`src/rtl/spi_integrator_ctrl.sv`:
```
// spi_integrator_ctrl: SPI sequencer for the dual-slope integrator
// switches (reset/in/ref) with dead time, a conversion counter and readback.
// Ports:
//   clk, rst_n        system clock, async active-low reset
//   sck, ssel, mosi   SPI mode 0 slave inputs (async to clk)
//   miso              SPI data out, 0 while ssel is high
//   m_reset           1 = integrate, 0 = cap shorted
//   m_in, m_ref       input / reference switch enables
module spi_integrator_ctrl #(
  parameter int DATA_W      = 32,
  parameter int CNT_W       = 32,
  parameter int SYNC_STAGES = 2,
  parameter int DEADTIME    = 4
) (
  input  logic clk,
  input  logic rst_n,
  input  logic sck,
  input  logic ssel,
  input  logic mosi,
  output logic miso,
  output logic m_reset,
  output logic m_in,
  output logic m_ref
);

  localparam int FW = 8 + DATA_W;
  localparam int BW = $clog2(FW + 1);
  localparam int DW = $clog2(DEADTIME + 1);
  localparam logic [BW-1:0] FULL = BW'(FW);
  localparam logic [BW-1:0] LAST = BW'(FW - 1);
  localparam logic [DW-1:0] DT_LOAD = DW'(DEADTIME);
  localparam logic [DW-1:0] DT_ONE = DW'(1);

  logic [SYNC_STAGES-1:0] sck_sq, ssel_sq, mosi_sq;
  logic sck_hq, ssel_hq;
  logic sck_s, ssel_s, mosi_s;
  logic sck_rise, sck_fall, ssel_fall, act;

  logic [BW-1:0] bitcnt_q, bitcnt_d;
  logic [FW-1:0] sh_q, sh_d;
  logic [FW-1:0] tx_q, tx_d;
  logic exec_q, exec_d;
  logic [CNT_W-1:0] cnt_q, cnt_d;
  logic [DW-1:0] dt_q, dt_d;
  logic sel_q, sel_d;
  logic gate_q, gate_d;
  logic err_q, err_d;
  logic mrst_q, mrst_d;
  logic min_q, min_d;
  logic mref_q, mref_d;

  logic [7:0] cmd;
  logic [7:0] status;
  logic sel_nx, clr, inc;

  assign sck_s  = sck_sq[SYNC_STAGES-1];
  assign ssel_s = ssel_sq[SYNC_STAGES-1];
  assign mosi_s = mosi_sq[SYNC_STAGES-1];

  assign sck_rise  = sck_s & ~sck_hq;
  assign sck_fall  = ~sck_s & sck_hq;
  assign ssel_fall = ~ssel_s & ssel_hq;
  assign act       = ~ssel_s;

  assign cmd    = sh_q[FW-1 -: 8];
  assign status = {err_q, gate_q, mrst_q, min_q, 4'b1010};
  assign inc    = ~gate_q | mrst_q;

  // Gate on the raw pin so miso drops as soon as the master deselects.
  assign miso    = ~ssel & tx_q[FW-1];
  assign m_reset = mrst_q;
  assign m_in    = min_q;
  assign m_ref   = mref_q;

  always_comb begin
    bitcnt_d = bitcnt_q;
    sh_d     = sh_q;
    exec_d   = 1'b0;
    if (!act) begin
      bitcnt_d = '0;
    end else if (sck_rise && bitcnt_q != FULL) begin
      sh_d     = {sh_q[FW-2:0], mosi_s};
      bitcnt_d = bitcnt_q + 1'b1;
      exec_d   = (bitcnt_q == LAST);
    end

    tx_d = tx_q;
    if (ssel_fall) begin
      tx_d = {status, cnt_q[DATA_W-1:0]};
    end else if (act && sck_fall) begin
      tx_d = {tx_q[FW-2:0], 1'b0};
    end

    mrst_d = mrst_q;
    gate_d = gate_q;
    err_d  = err_q;
    sel_nx = sel_q;
    clr    = 1'b0;
    if (exec_q) begin
      unique case (1'b1)
        cmd == 8'h01: begin
          mrst_d = sh_q[0];
          sel_nx = sh_q[1];
        end
        cmd == 8'h02: begin
          clr   = 1'b1;
          err_d = 1'b0;
        end
        cmd == 8'h03: gate_d = sh_q[0];
        cmd == 8'h04: begin
        end
        default: err_d = 1'b1;
      endcase
    end

    // Clear wins over a same-cycle increment.
    cnt_d = clr ? '0
                : cnt_q + {{(CNT_W-1){1'b0}}, inc};

    sel_d  = sel_q;
    dt_d   = dt_q;
    min_d  = min_q;
    mref_d = mref_q;
    if (sel_nx != sel_q) begin
      // Break before make; a change mid dead time restarts it.
      sel_d  = sel_nx;
      dt_d   = DT_LOAD;
      min_d  = 1'b0;
      mref_d = 1'b0;
    end else if (dt_q != '0) begin
      dt_d = dt_q - DT_ONE;
      if (dt_q == DT_ONE) begin
        min_d  = sel_q;
        mref_d = ~sel_q;
      end
    end
  end

  always_ff @(posedge clk or negedge rst_n) begin
    if (!rst_n) begin
      sck_sq   <= '0;
      ssel_sq  <= '1;
      mosi_sq  <= '0;
      sck_hq   <= 1'b0;
      ssel_hq  <= 1'b1;
      bitcnt_q <= '0;
      sh_q     <= '0;
      tx_q     <= '0;
      exec_q   <= 1'b0;
      cnt_q    <= '0;
      // Dead time runs out of reset so m_ref comes up late.
      dt_q     <= DT_LOAD;
      sel_q    <= 1'b0;
      gate_q   <= 1'b0;
      err_q    <= 1'b0;
      mrst_q   <= 1'b0;
      min_q    <= 1'b0;
      mref_q   <= 1'b0;
    end else begin
      sck_sq   <= {sck_sq[SYNC_STAGES-2:0], sck};
      ssel_sq  <= {ssel_sq[SYNC_STAGES-2:0], ssel};
      mosi_sq  <= {mosi_sq[SYNC_STAGES-2:0], mosi};
      sck_hq   <= sck_s;
      ssel_hq  <= ssel_s;
      bitcnt_q <= bitcnt_d;
      sh_q     <= sh_d;
      tx_q     <= tx_d;
      exec_q   <= exec_d;
      cnt_q    <= cnt_d;
      dt_q     <= dt_d;
      sel_q    <= sel_d;
      gate_q   <= gate_d;
      err_q    <= err_d;
      mrst_q   <= mrst_d;
      min_q    <= min_d;
      mref_q   <= mref_d;
    end
  end

endmodule

```
`config.mk`:
```
export PLATFORM = sky130hd
export DESIGN_NAME = spi_integrator_ctrl
export DESIGN_NICKNAME = d
export VERILOG_FILES = /design/src/rtl/spi_integrator_ctrl.sv
export SDC_FILE = /design/constraint.sdc
export NUM_CORES = 1
export LEC_CHECK = 0
export CORE_ASPECT_RATIO = 0.5
export CORE_UTILIZATION = 34
export DETAILED_ROUTE_END_ITERATION = 16
export GPL_ROUTABILITY_DRIVEN = 0
export MAX_ROUTING_LAYER = met4
export PLACE_DENSITY_LB_ADDON = 0.12
export SLEW_MARGIN = 30
export SYNTH_ARGS = -nofsm -noshare
export SYNTH_HDL_FRONTEND = slang
export SYNTH_SLANG_ARGS = --single-unit
```
`constraint.sdc`:
```
create_clock -name clk -period 2.3 [get_ports clk]
set_clock_uncertainty 0.15 [all_clocks]
set_input_delay 0.575 -clock clk [delete_from_list [all_inputs] [get_ports clk]]
set_output_delay 0.575 -clock clk [all_outputs]
set_load 0.02 [all_outputs]
```
==> results of run 1 <==
-- power by group --
group | total, mW | internal, mW | leakage, nW | switching, mW
Sequential | 2.56 | 2.50 | 1.83 | 0.0579
Clock | 2.67 | 1.63 | 0.273 | 1.05
Combinational | 0.245 | 0.117 | 1.13 | 0.128
-- cell usage after synthesis, drive strengths merged (2+ instances only) --
| cell | count |
|---|---|
| and2 | 4 |
| nor3b | 2 |
| a21oi | 15 |
| mux2i | 47 |
| buf | 11 |
| ha | 9 |
| clkbuf | 16 |
| nor3 | 5 |
| o21ai | 46 |
| nand4 | 12 |
| o41ai | 4 |
| dfrtp | 132 |
| xnor2 | 8 |
| and4 | 6 |
| mux2 | 44 |
| or3 | 7 |
| nor4 | 4 |
| nand3 | 15 |
| nor2b | 8 |
| dfstp | 4 |
| or4 | 3 |
| nor2 | 23 |
| inv | 9 |
| and3 | 6 |
| xor2 | 6 |
| nand2b | 19 |
| a211o | 2 |
| o311ai | 4 |
| nand2 | 54 |
-- registers in the layout, indices dropped and copies added, names as in the netlist, 2 cells and up --
name	flops
sh_q	40
tx_q	40
cnt_q	32
bitcnt_q	6
dt_q	3
mosi_sq	2
sck_sq	2
ssel_sq	2
-- placed cells by master, fill, tap and decap left out, types with 3 or more instances in the layout --
cell / instances
nor3_1: 5
o21ai_0: 46
clkinv_4: 4
mux2i_1: 47
clkdlybuf4s50_1: 6
nand2_1: 54
clkbuf_16: 17
a21oi_1: 14
nand3_1: 14
and4_1: 4
nor2_1: 23
clkbuf_1: 3
buf_12: 3
mux2_2: 44
ha_1: 7
and3_1: 6
dfstp_2: 4
clkinvlp_4: 3
xor2_1: 6
or3_1: 6
inv_1: 9
nand4_1: 11
buf_4: 24
o311ai_1: 3
o41ai_1: 4
xnor2_1: 8
dfrtp_1: 132
and2_1: 4
nand2b_1: 18
nor2b_1: 7
-- worst register-to-register path, cell delays in order (launching register included) --
cell and delay (ns):
dfrtp_1 0.41, nor4_4 0.29, and4_4 0.28, nand2_1 0.07
o21a_1 0.14, ha_4 0.25, a21oi_4 0.13, mux2_2 0.34
-- cell families after synthesis --
group,Yosys count
AO/OA/AOI/OAI,77
XOR/XNOR,14
adder cells (fa/ha/maj),9
buffers and inverters,36
flip-flops,136
multiplexers,91
AND/OR/NAND/NOR,172
-- worst max-delay path by stage --
stage | startpoint | endpoint | slack, ns | cells past startpoint
final | m_reset | m_reset | 0.12 | 2
after floorplan | m_reset | cnt_q[24] | 0.02 | 7
after CTS | sh_q[38] | m_in | 0.07 | 7
after global routing | gate_q | cnt_q[16] | -0.01 | 7
after detailed placement | ssel | miso | -0.15 | 3
after global placement | ssel | miso | -0.15 | 3
-- per-stage QoR --
| stage | TNS [ns] | area (µm²) | cells | hold slack, ns |
|---|---|---|---|---|
| final | 0 | 7260 | 810 | 0.198 |
| after global placement | -0.146 | 6640 | 776 | 0.185 |
| after global routing | -0.0101 | 7260 | 810 | 0.199 |
| after floorplan | 0 | 6150 | 535 | 0.129 |
| after CTS | 0 | 7230 | 809 | 0.198 |
| after detailed placement | -0.149 | 6640 | 776 | 0.197 |
-- per-layer routing --
| layer | routed length, µm | track usage [%] | up-vias |
|---|---|---|---|
| met5 | 0 | - | - |
| met4 | 72 | 6.04 | 0 |
| met2 | 4890 | 19.2 | 20 |
| met3 | 239 | 3.92 | 6 |
| met1 | 5920 | 18.4 | 1916 |
| li1 | - | - | 1940 |
-- final cells by class --
cell class	count	area [µm²]	area share, %
Clock inverter	11	128	1.76
Timing Repair Buffer	36	330	4.55
Inverter	9	33.8	0.465
Clock buffer	21	450	6.20
Tap cell	234	293	4.03
Multi-Input combinational cell	363	2620	36.1
Sequential cell	136	3410	46.9
-- what timing repair did --
action / 4_1_cts / 5_1_grt
hold endpoints to repair: 48 / 0
pin swaps: 0 / 2
buffers inserted: 0 / 1
setup endpoints to repair: 1 / 7
hold buffers: 1 / 0
resized for setup: 1 / 8
==> insert_results.sql, run 1 <==
INSERT INTO impl_metrics (metric_group, metric, value, unit) VALUES
('cells_and_area', 'areaGrowthSynthToFinish', '18.6', '%'),
('yosys', 'synthXorXnorAreaFrac', '2.00', '%'),
('detailed_routing', 'drt_first_pass_iters', '7', ''),
('worst_hold_path', 'worst_hold_startpoint', 'ssel_sq[0]', ''),
('yosys', 'synth-async-reset-ratio', '100', '%'),
('die', 'core', '17500', 'µm²'),
('run', 'drv_cap', '0', ''),
('setup_path', 'crit_path_cell_trace', 'buf_4 -> clkdlybuf4s50_1', ''),
('die', 'dieWidth', '192', 'µm'),
('setup_path', 'timing.critical_path.to_type', 'output port', ''),
('clock_tree', 'clock_tree_from_tritoncts', 'yes', ''),
('setup_path', 'regToRegSetupSlack', '0.14', 'ns'),
('setup_path', 'critical_path.max_stage_delay', '0.59', 'ns'),
('die', 'io_pins', '9', ''),
('worst_hold_path', 'worst_hold_path.num_cells', '0', ''),
('global_routing', 'grt_first_pass_wirelength', '19500', 'µm'),
('timing', 'maximum_clock_frequency', '458', 'MHz'),
('detailed_routing', 'initialDrtViolationCount', '213', ''),
('yosys', 'synth-edff-count', '0', ''),
('yosys', 'synth_flop_cell', 'dfrtp_1', ''),
('setup_path', 'critPathArrivalTime', '1.46', 'ns'),
('setup_path', 'crit_path_top_delay_cell', 'clkdlybuf4s50_1', ''),
('yosys', 'postSynthCellCount', '535', ''),
('yosys', 'combinational_family_with_the_most_area_after_synthesis', 'multiplexers', ''),
('setup_path', 'cp_data_required_time', '1.57', 'ns'),
('yosys', 'synth-compound-area-share', '7.13', '%'),
('cells_and_area', 'fillerInstances', '1686', ''),
('setup_path', 'startpoint_type', 'flop', ''),
('yosys', 'number_of_nets_in_the_synthesized_netlist', '549', ''),
('timing', 'hold_viol_final', '0', ''),
('global_routing', 'grt_antenna_before_repair', '0', ''),
('detailed_routing', 'post_dr_vias_cell', '4.79', ''),
('clock_tree', 'root_buffer', 'clkbuf_16', ''),
('global_routing', 'gr-usage-all-layers', '13.7', '%'),
('detailed_routing', 'drt_drc_violations_left', '0', ''),
('clock_tree', 'cts.reportedPaths.clkPinSlew', '0.06', 'ns'),
('clock_tree', 'ctsLongestPathBuffers', '2', ''),
('cells_and_area', 'antenna_cells', '0', ''),
('timing', 'maxSlewViolCount', '0', ''),
('die', 'rows', '34', ''),
('outcome', 'outcome', 'complete, no violations', ''),
('timing', 'setup_ws', '0.116', 'ns'),
('cells_and_area', 'finish.utilization', '41.5', '%'),
('detailed_routing', 'wirelength', '11100', 'µm'),
('yosys', 'synth_top_area_share', '54.0', '%'),
('power', 'max_vdd_drop', '473', 'µV'),
('global_routing', 'pin_count_of_the_biggest_net_entering_global_routing', '56', ''),
('timing', 'period_minus_slack', '2.18', 'ns'),
('timing', 'slew_headroom', '64.6', '%'),
('yosys', 'netlist_area', '6120', 'µm²'),
('cells_and_area', 'ratio_of_cells_with_drive_above_1_in_the_final_layout', '21.4', '%'),
('setup_path', 'critical_path_peak_fanout', '3', ''),
('die', 'initial_cell_density_of_the_core', '35.0', '%'),
('yosys', 'synth.area.top_cells', 'dfrtp_1 54%, mux2_2 8.1%, mux2i_1 7.7%', ''),
('detailed_routing', 'wl_per_cell', '13.7', 'µm'),
('power', 'power_leakage', '3.23', 'nW'),
('yosys', 'synth_adder_area_share', '1.84', '%'),
('timing', 'worst_slew_pin_slew', '0.532', 'ns'),
('clock_tree', 'clock_insertion_delay_at_the_later_pin_of_the_skew_report', '0.42', 'ns'),
('cells_and_area', 'final_nets', '577', ''),
('place', 'place.detailed.hpwl', '7220', 'µm'),
('yosys', 'postSynthRegisterBits', '136', ''),
('place', 'io_buffers', '8', ''),
('detailed_routing', 'route.vias.total', '3882', ''),
('timing', 'timing.final.crit_share', '94.9', '%'),
('timing', 'rsz_0062_raised_after_global_routing', 'true', ''),
('setup_path', 'worst-path-buf-inv', '2', ''),
('yosys', 'avgSynthCellArea', '11.4', 'µm²'),
('die', 'die_h', '96.9', 'µm'),
('power', 'report.power.total', '5.48', 'mW'),
('setup_path', 'critical_register_to_register_path_endpoint', 'm_in', '');
Note: power is estimated with default switching activity, not from simulation.
==> run 2: changes to the inputs <==
Settings changed: ABC_AREA set to 1.
==> run 2 against run 1 <==
Compared with the run above: combinational power up 58%; hold slack better by 0.0021 ns; critical path depth shrank 1; via count is 25% higher; largest power group is now registers.
==> insert_results.sql, run 2 <==
INSERT INTO impl_metrics (metric_group, metric, value, unit) VALUES
('outcome', 'outcome', 'complete, no violations', ''),
('cells_and_area', 'areaGrowthSynthToFinish', '15.2', '%'),
('setup_path', 'cpLargestDelayFamily', 'buffers and inverters', ''),
('place', 'placedCellCount', '1013', ''),
('yosys', 'netlist.top_cell.by_area', 'dfrtp_1', ''),
('detailed_routing', 'drt_drc_violations_left', '0', ''),
('detailed_routing', 'top_signal_layer_used', 'met4', ''),
('setup_path', 'critical_path.max_stage_delay', '0.62', 'ns'),
('setup_path', 'cp_data_required_time', '1.57', 'ns'),
('place', 'io_buffers', '8', ''),
('clock_tree', 'clock_insertion_delay_at_the_later_pin_of_the_skew_report', '0.42', 'ns'),
('yosys', 'synth.area.top_cells', 'dfrtp_1 52%, nand2_1 18%, nor2_1 7.0%', ''),
('power', 'power_leakage', '3.39', 'nW'),
('cells_and_area', 'ratio_of_cells_with_drive_above_1_in_the_final_layout', '9.98', '%'),
('run', 'drv_cap', '0', ''),
('timing', 'hold_viol_final', '0', ''),
('detailed_routing', 'drt_first_pass_iters', '4', ''),
('cells_and_area', 'fillerInstances', '1819', ''),
('setup_path', 'worst-path-buf-inv', '1', ''),
('place', 'place_area', '6700', 'µm²'),
('timing', 'timing.final.crit_share', '93.9', '%'),
('global_routing', 'grt_antenna_before_repair', '0', ''),
('yosys', 'synth_top_area_share', '52.4', '%'),
('power', 'p_sw', '1.44', 'mW'),
('power', 'clock_power_share', '45.4', '%'),
('timing', 'setup_ws', '0.141', 'ns'),
('cells_and_area', 'layout.cells.most_common', 'nand2_1', ''),
('detailed_routing', 'met3_wirelength', '347', 'µm'),
('yosys', 'synth_common_cells', '294 x nand2_1, 132 x dfrtp_1, 117 x nor2_1, 51 x inv_1, 36 x a31oi_1', ''),
('detailed_routing', 'routed-wl-met2', '6020', 'µm'),
('power', 'cell_internal_pwr', '4.17', 'mW'),
('die', 'die_h', '98.3', 'µm'),
('detailed_routing', 'met1Wirelength', '6950', 'µm'),
('power', 'report.power.total', '5.61', 'mW'),
('clock_tree', 'cts.reportedPaths.clkPinSlew', '0.06', 'ns'),
('clock_tree', 'ctsLongestPathBuffers', '2', ''),
('die', 'design.die.area', '19100', 'µm²'),
('worst_hold_path', 'hold_class', 'flop to flop', ''),
('detailed_routing', 'route.vias.total', '4857', ''),
('setup_path', 'regToRegStartpoint', 'sh_q[37]', ''),
('cells_and_area', 'layout.cells.non_filler', '1046', ''),
('setup_path', 'criticalPathCategory', 'flop to output port', ''),
('global_routing', 'pin_count_of_the_biggest_net_entering_global_routing', '57', ''),
('power', 'pwr_density_cell', '772', 'nW/µm²'),
('timing', 'period_minus_slack', '2.16', 'ns'),
('yosys', 'yosys_warnings', '0', ''),
('yosys', 'synth-async-reset-ratio', '100', '%'),
('timing', 'slew_headroom', '69.9', '%'),
('setup_path', 'crit_path_top_delay_cell', 'clkdlybuf4s50_1', ''),
('yosys', 'postSynthCellCount', '782', ''),
('power', 'max_vdd_drop', '450', 'µV'),
('yosys', 'avgSynthCellArea', '8.06', 'µm²'),
('cells_and_area', 'antenna_cells', '0', ''),
('power', 'p_sw_share', '25.6', '%'),
('cells_and_area', 'layout.cell_area.non_filler', '7270', 'µm²'),
('die', 'rows', '34', ''),
('yosys', 'number_of_nets_in_the_synthesized_netlist', '796', ''),
('detailed_routing', 'wirelength', '13400', 'µm'),
('global_routing', 'grt_first_pass_wirelength', '23500', 'µm'),
('cells_and_area', 'highest_count_cells_in_the_layout_ignoring_fill_and_taps', '294 x nand2_1, 132 x dfrtp_1, 116 x nor2_1', ''),
('cells_and_area', 'largestRegisters', 'sh_q x40, tx_q x40, cnt_q x32', ''),
('timing', 'rsz_0062_raised_after_global_routing', 'true', ''),
('setup_path', 'crit_path_cell_trace', 'clkdlybuf4s50_1', ''),
('detailed_routing', 'post_dr_vias_cell', '4.64', ''),
('clock_tree', 'numClockSinks', '136', ''),
('yosys', 'synth-edff-count', '0', ''),
('global_routing', 'gr-usage-all-layers', '15.9', '%'),
('setup_path', 'timing.critical_path.to_type', 'output port', ''),
('cells_and_area', 'final_nets', '813', ''),
('clock_tree', 'clock_tree_from_tritoncts', 'yes', ''),
('timing', 'timing.final.setup_violations', '0', ''),
('yosys', 'synth_cell_types', '33', ''),
('place', 'place.detailed.hpwl', '9230', 'µm'),
('clock_tree', 'tritoncts_buffer_count', '17', ''),
('setup_path', 'critical_path.startpoint', 'm_reset', ''),
('timing', 'worst_slew_pin_slew', '0.451', 'ns'),
('yosys', 'synth.yosys.seq_area_share', '54.0', '%'),
('power', 'power.sequential.fraction', '47.6', '%'),
('power', 'combinationalPowerShare', '6.9', '%'),
('yosys', 'most_common_cell_in_the_synthesized_netlist', 'nand2_1', ''),
('die', 'initial_cell_density_of_the_core', '35.5', '%'),
('setup_path', 'critical_path_peak_fanout', '4', ''),
('yosys', 'netlist_area', '6310', 'µm²'),
('detailed_routing', 'drtAntennaViolNets', '0', ''),
('detailed_routing', 'wl_per_cell', '12.8', 'µm'),
('timing', 'finalHoldWorstSlack', '0.200', 'ns'),
('die', 'core', '17700', 'µm²'),
('setup_path', 'startpoint_type', 'flop', ''),
('die', 'io_pins', '9', ''),
('setup_path', 'regToRegSetupSlack', '0.22', 'ns'),
('worst_hold_path', 'worst_hold_startpoint', 'mosi_sq[0]', ''),
('setup_path', 'critPathArrivalTime', '1.43', 'ns'),
('clock_tree', 'cts_max_level', '4', ''),
('yosys', 'synth_flop_cell', 'dfrtp_1', ''),
('clock_tree', 'root_buffer', 'clkbuf_16', ''),
('timing', 'maxSlewViolCount', '0', ''),
('yosys', 'postSynthRegisterBits', '136', ''),
('place', 'pre_cts_slack', '-0.133', 'ns'),
('global_routing', 'grt_remaining_overflow', '0', ''),
('die', 'dieWidth', '195', 'µm'),
('detailed_routing', 'initialDrtViolationCount', '273', ''),
('timing', 'maximum_clock_frequency', '463', 'MHz'),
('global_routing', 'grt_pass1_vias', '4733', '');
## run 2: cell count changes after synthesis, moves of 21 or more
cell / before / now
a31oi_1: 1 / 36
inv_1: 9 / 51
mux2_2: 44 / 0
mux2i_1: 47 / 0
nand2_1: 54 / 294
nor2_1: 23 / 117
o21ai_0: 46 / 25
## run 2: area by class of cell
| cell class | instances | area (µm²) | area share [%] |
|---|---|---|---|
| multi-input cells | 565 | 2580 | 35.5 |
| well taps | 234 | 293 | 4.03 |
| clock buffers | 19 | 453 | 6.23 |
| flip-flops and latches | 136 | 3410 | 46.9 |
| inverters | 57 | 214 | 2.94 |
| repair buffers | 22 | 225 | 3.10 |
| clock inverters | 13 | 96.3 | 1.33 |
## run 2: final timing paths
path                               to  cells past startpoint
max in group asynchronous  ssel_sq[1]                      3
hold reg to reg            mosi_sq[1]                      0
min in group asynchronous    sh_q[16]                      2
setup / recovery              m_reset                      1
hold / removal             mosi_sq[1]                      0
setup reg to reg              dt_q[1]                     10
## run 2: cells by family (layout without fill, tap and decap cells)
group / Yosys count / count (layout) / synth area share (%)
AND/OR/NAND/NOR: 466 / 466 / 30.5
flip-flops: 136 / 136 / 54.0
AO/OA/AOI/OAI: 85 / 85 / 7.70
buffers and inverters: 81 / 111 / 5.32
adder cells (fa/ha/maj): 9 / 9 / 1.79
XOR/XNOR: 5 / 5 / 0.694
## run 2: repair_timing
action / CTS / global route
setup buffers: 0 / 0
hold endpoints to repair: 26 / 0
endpoints found under the setup margin: 1 / 4
gates resized for setup: 1 / 2
hold buffers: 1 / 0
## run 2: power by group through the flow
stage	combinational (mW)	clock [mW]	sequential [mW]
2_1_floorplan	0.271	0	2.69
3_3_place_gp	0.394	0	2.71
6_report	0.387	2.55	2.67
4_1_cts	0.402	2.63	2.67
5_1_grt	0.455	2.74	2.70
3_5_place_dp	0.401	0	2.71
## run 2: per-layer routing
metal	vias to the layer above	track usage, %
met2	37	24.5
met4	0	3.72
met5	-	-
met1	2300	20.9
met3	12	4.04
li1	2508	-
## run 2: stage by stage
| stage | setup TNS [ns] | utilization, % |
|---|---|---|
| CTS | 0 | 40.9 |
| global route | -0.0939 | 41.0 |
| floorplan | 0 | - |
| finish | 0 | 41.0 |
| detailed placement | -0.133 | 37.7 |
| global placement | -0.127 | 37.7 |
==> run 3: changes to the inputs <==
Settings changed: SKIP_CTS_REPAIR_TIMING set to 1.
==> run 3 against run 2 <==
Compared with the run above: clock power barely moved; final cell count did not move; combinational power barely moved; utilization barely moved; largest cell class unchanged; largest power group unchanged; highest routed layer unchanged.
==> insert_results.sql, run 3 (synthesis results as in run 2) <==
INSERT INTO impl_metrics (metric_group, metric, value, unit) VALUES
('timing', 'maxSlewViolCount', '0', ''),
('worst_hold_path', 'worst_hold_path.num_cells', '0', ''),
('die', 'design.die.area', '19100', 'µm²'),
('detailed_routing', 'drt_first_pass_iters', '4', ''),
('setup_path', 'startpoint_type', 'flop', ''),
('clock_tree', 'clock_insertion_delay_at_the_later_pin_of_the_skew_report', '0.42', 'ns'),
('setup_path', 'critical_path.max_stage_delay', '0.62', 'ns'),
('clock_tree', 'root_buffer', 'clkbuf_16', ''),
('setup_path', 'critPathArrivalTime', '1.43', 'ns'),
('detailed_routing', 'drt_drc_violations_left', '0', ''),
('setup_path', 'cpLargestDelayFamily', 'buffers and inverters', ''),
('setup_path', 'timing.reg2reg.worst_path_depth', '10', ''),
('setup_path', 'worst-path-buf-inv', '1', ''),
('place', 'place_area', '6700', 'µm²'),
('timing', 'worst_slew_pin_slew', '0.451', 'ns'),
('setup_path', 'critical_path_peak_fanout', '4', ''),
('place', 'io_buffers', '8', ''),
('timing', 'timing.final.crit_share', '93.8', '%'),
('cells_and_area', 'final_nets', '813', ''),
('clock_tree', 'cts.reportedPaths.clkPinSlew', '0.06', 'ns'),
('power', 'combinationalPowerShare', '6.9', '%'),
('die', 'core', '17700', 'µm²'),
('power', 'p_sw_share', '25.6', '%'),
('detailed_routing', 'drtAntennaViolNets', '0', ''),
('detailed_routing', 'post_dr_vias_cell', '4.65', ''),
('clock_tree', 'ctsLongestPathBuffers', '2', ''),
('cells_and_area', 'highest_count_cells_in_the_layout_ignoring_fill_and_taps', '294 x nand2_1, 132 x dfrtp_1, 116 x nor2_1', ''),
('clock_tree', 'cts_max_level', '4', ''),
('run', 'drv_cap', '0', ''),
('detailed_routing', 'wirelength', '13400', 'µm'),
('power', 'max_vdd_drop', '450', 'µV'),
('global_routing', 'grt_antenna_before_repair', '0', ''),
('die', 'dieWidth', '195', 'µm'),
('global_routing', 'grt_first_pass_wirelength', '23500', 'µm'),
('worst_hold_path', 'hold_class', 'flop to flop', ''),
('clock_tree', 'numClockSinks', '136', ''),
('setup_path', 'criticalPathCategory', 'flop to output port', ''),
('power', 'power_leakage', '3.40', 'nW'),
('cells_and_area', 'fillerInstances', '1816', ''),
('power', 'cell_internal_pwr', '4.17', 'mW'),
('die', 'rows', '34', ''),
('power', 'power.sequential.fraction', '47.6', '%'),
('global_routing', 'grt_pass1_vias', '4737', ''),
('setup_path', 'regToRegSetupSlack', '0.22', 'ns'),
('cells_and_area', 'antenna_cells', '0', ''),
('setup_path', 'cp_data_required_time', '1.57', 'ns'),
('timing', 'period_minus_slack', '2.16', 'ns'),
('detailed_routing', 'initialDrtViolationCount', '273', ''),
('setup_path', 'critical_path.startpoint', 'm_reset', ''),
('detailed_routing', 'wl_per_cell', '12.8', 'µm'),
('cells_and_area', 'largestRegisters', 'sh_q x40, tx_q x40, cnt_q x32', ''),
('timing', 'maximum_clock_frequency', '463', 'MHz'),
('timing', 'rsz_0062_raised_after_global_routing', 'true', ''),
('outcome', 'outcome', 'complete, no violations', ''),
('clock_tree', 'clock_tree_from_tritoncts', 'yes', ''),
('place', 'placedCellCount', '1013', ''),
('timing', 'timing.final.setup_violations', '0', ''),
('worst_hold_path', 'hold_path_sink', 'mosi_sq[1]', ''),
('power', 'pwr_density_cell', '771', 'nW/µm²'),
('power', 'p_sw', '1.44', 'mW'),
('timing', 'hold_viol_final', '0', ''),
('die', 'die_h', '98.3', 'µm'),
('cells_and_area', 'layout.cells.non_filler', '1046', ''),
('global_routing', 'grt_remaining_overflow', '0', ''),
('cells_and_area', 'areaGrowthSynthToFinish', '15.3', '%'),
('setup_path', 'critical_register_to_register_path_endpoint', 'dt_q[1]', ''),
('setup_path', 'crit_path_cell_trace', 'clkdlybuf4s50_1', ''),
('die', 'initial_cell_density_of_the_core', '35.5', '%'),
('worst_hold_path', 'worst_hold_startpoint', 'mosi_sq[0]', ''),
('cells_and_area', 'ratio_of_cells_with_drive_above_1_in_the_final_layout', '9.98', '%'),
('timing', 'slew_headroom', '69.9', '%'),
('power', 'clock_power_share', '45.4', '%'),
('die', 'io_pins', '9', ''),
('global_routing', 'pin_count_of_the_biggest_net_entering_global_routing', '57', ''),
('cells_and_area', 'layout.cells.most_common', 'nand2_1', ''),
('setup_path', 'crit_path_top_delay_cell', 'clkdlybuf4s50_1', ''),
('place', 'place.detailed.hpwl', '9230', 'µm'),
('setup_path', 'regToRegStartpoint', 'sh_q[37]', ''),
('global_routing', 'gr-usage-all-layers', '15.9', '%'),
('setup_path', 'timing.critical_path.to_type', 'output port', ''),
('cells_and_area', 'layout.cell_area.non_filler', '7270', 'µm²'),
('detailed_routing', 'route.vias.total', '4863', ''),
('clock_tree', 'tritoncts_buffer_count', '17', '');
run 3: cell type report:
| class | instances | area (µm²) | share of cell area (%) |
|---|---|---|---|
| inverters | 57 | 214 | 2.94 |
| multi-input cells | 565 | 2580 | 35.4 |
| clock inverters | 13 | 96.3 | 1.33 |
| well taps | 234 | 293 | 4.03 |
| flip-flops and latches | 136 | 3410 | 46.9 |
| repair buffers | 22 | 229 | 3.15 |
| clock buffers | 19 | 453 | 6.23 |
run 3: worst max-delay path by stage:
stage	end	slack, ns	cells past startpoint
floorplan	dt_q[0]	0.30	9
global placement	miso	-0.13	3
detailed placement	miso	-0.13	3
CTS	miso	-0.14	3
global route	dt_q[1]	-0.05	11
finish	m_reset	0.14	1
run 3: power groups by stage:
stage                     Combinational [mW]  Clock (mW)  Sequential [mW]
after floorplan                        0.271           0             2.69
after global placement                 0.394           0             2.71
after detailed placement               0.401           0             2.71
after CTS                              0.402        2.63             2.67
after global routing                   0.456        2.74             2.70
final                                  0.389        2.55             2.67
run 3: metrics by stage:
stage          utilization [%]  setup slack, ns  setup TNS, ns  total power [mW]  hold slack (ns)
6_report                  41.0            0.142              0              5.61            0.200
5_1_grt                   41.0          -0.0541        -0.0939              5.89            0.208
4_1_cts                   40.8           -0.143         -0.143              5.70           -0.120
3_5_place_dp              37.7           -0.133         -0.133              3.12            0.186
3_3_place_gp              37.7           -0.127         -0.127              3.11            0.187
2_1_floorplan                -            0.304              0              2.96            0.129
run 3: worst register-to-register path, stage by stage, from the launching register on:
cell     delay (ns)
dfrtp_1        0.39
nor2_1         0.12
nand3_1        0.13
nor2_1         0.19
nand3_1        0.09
nand2_1        0.11
inv_1          0.05
ha_1           0.34
nor3_2         0.27
nand2_1        0.08
o31ai_1        0.07
run 3: per-layer routing:
layer  vias up  track usage [%]  share of wire [%]
met5         -                -                  0
met4         0             3.72               0.77
met3        12             4.04                2.8
met2        40             24.5                 45
met1      2303             20.9                 52
li1       2508                -                  -
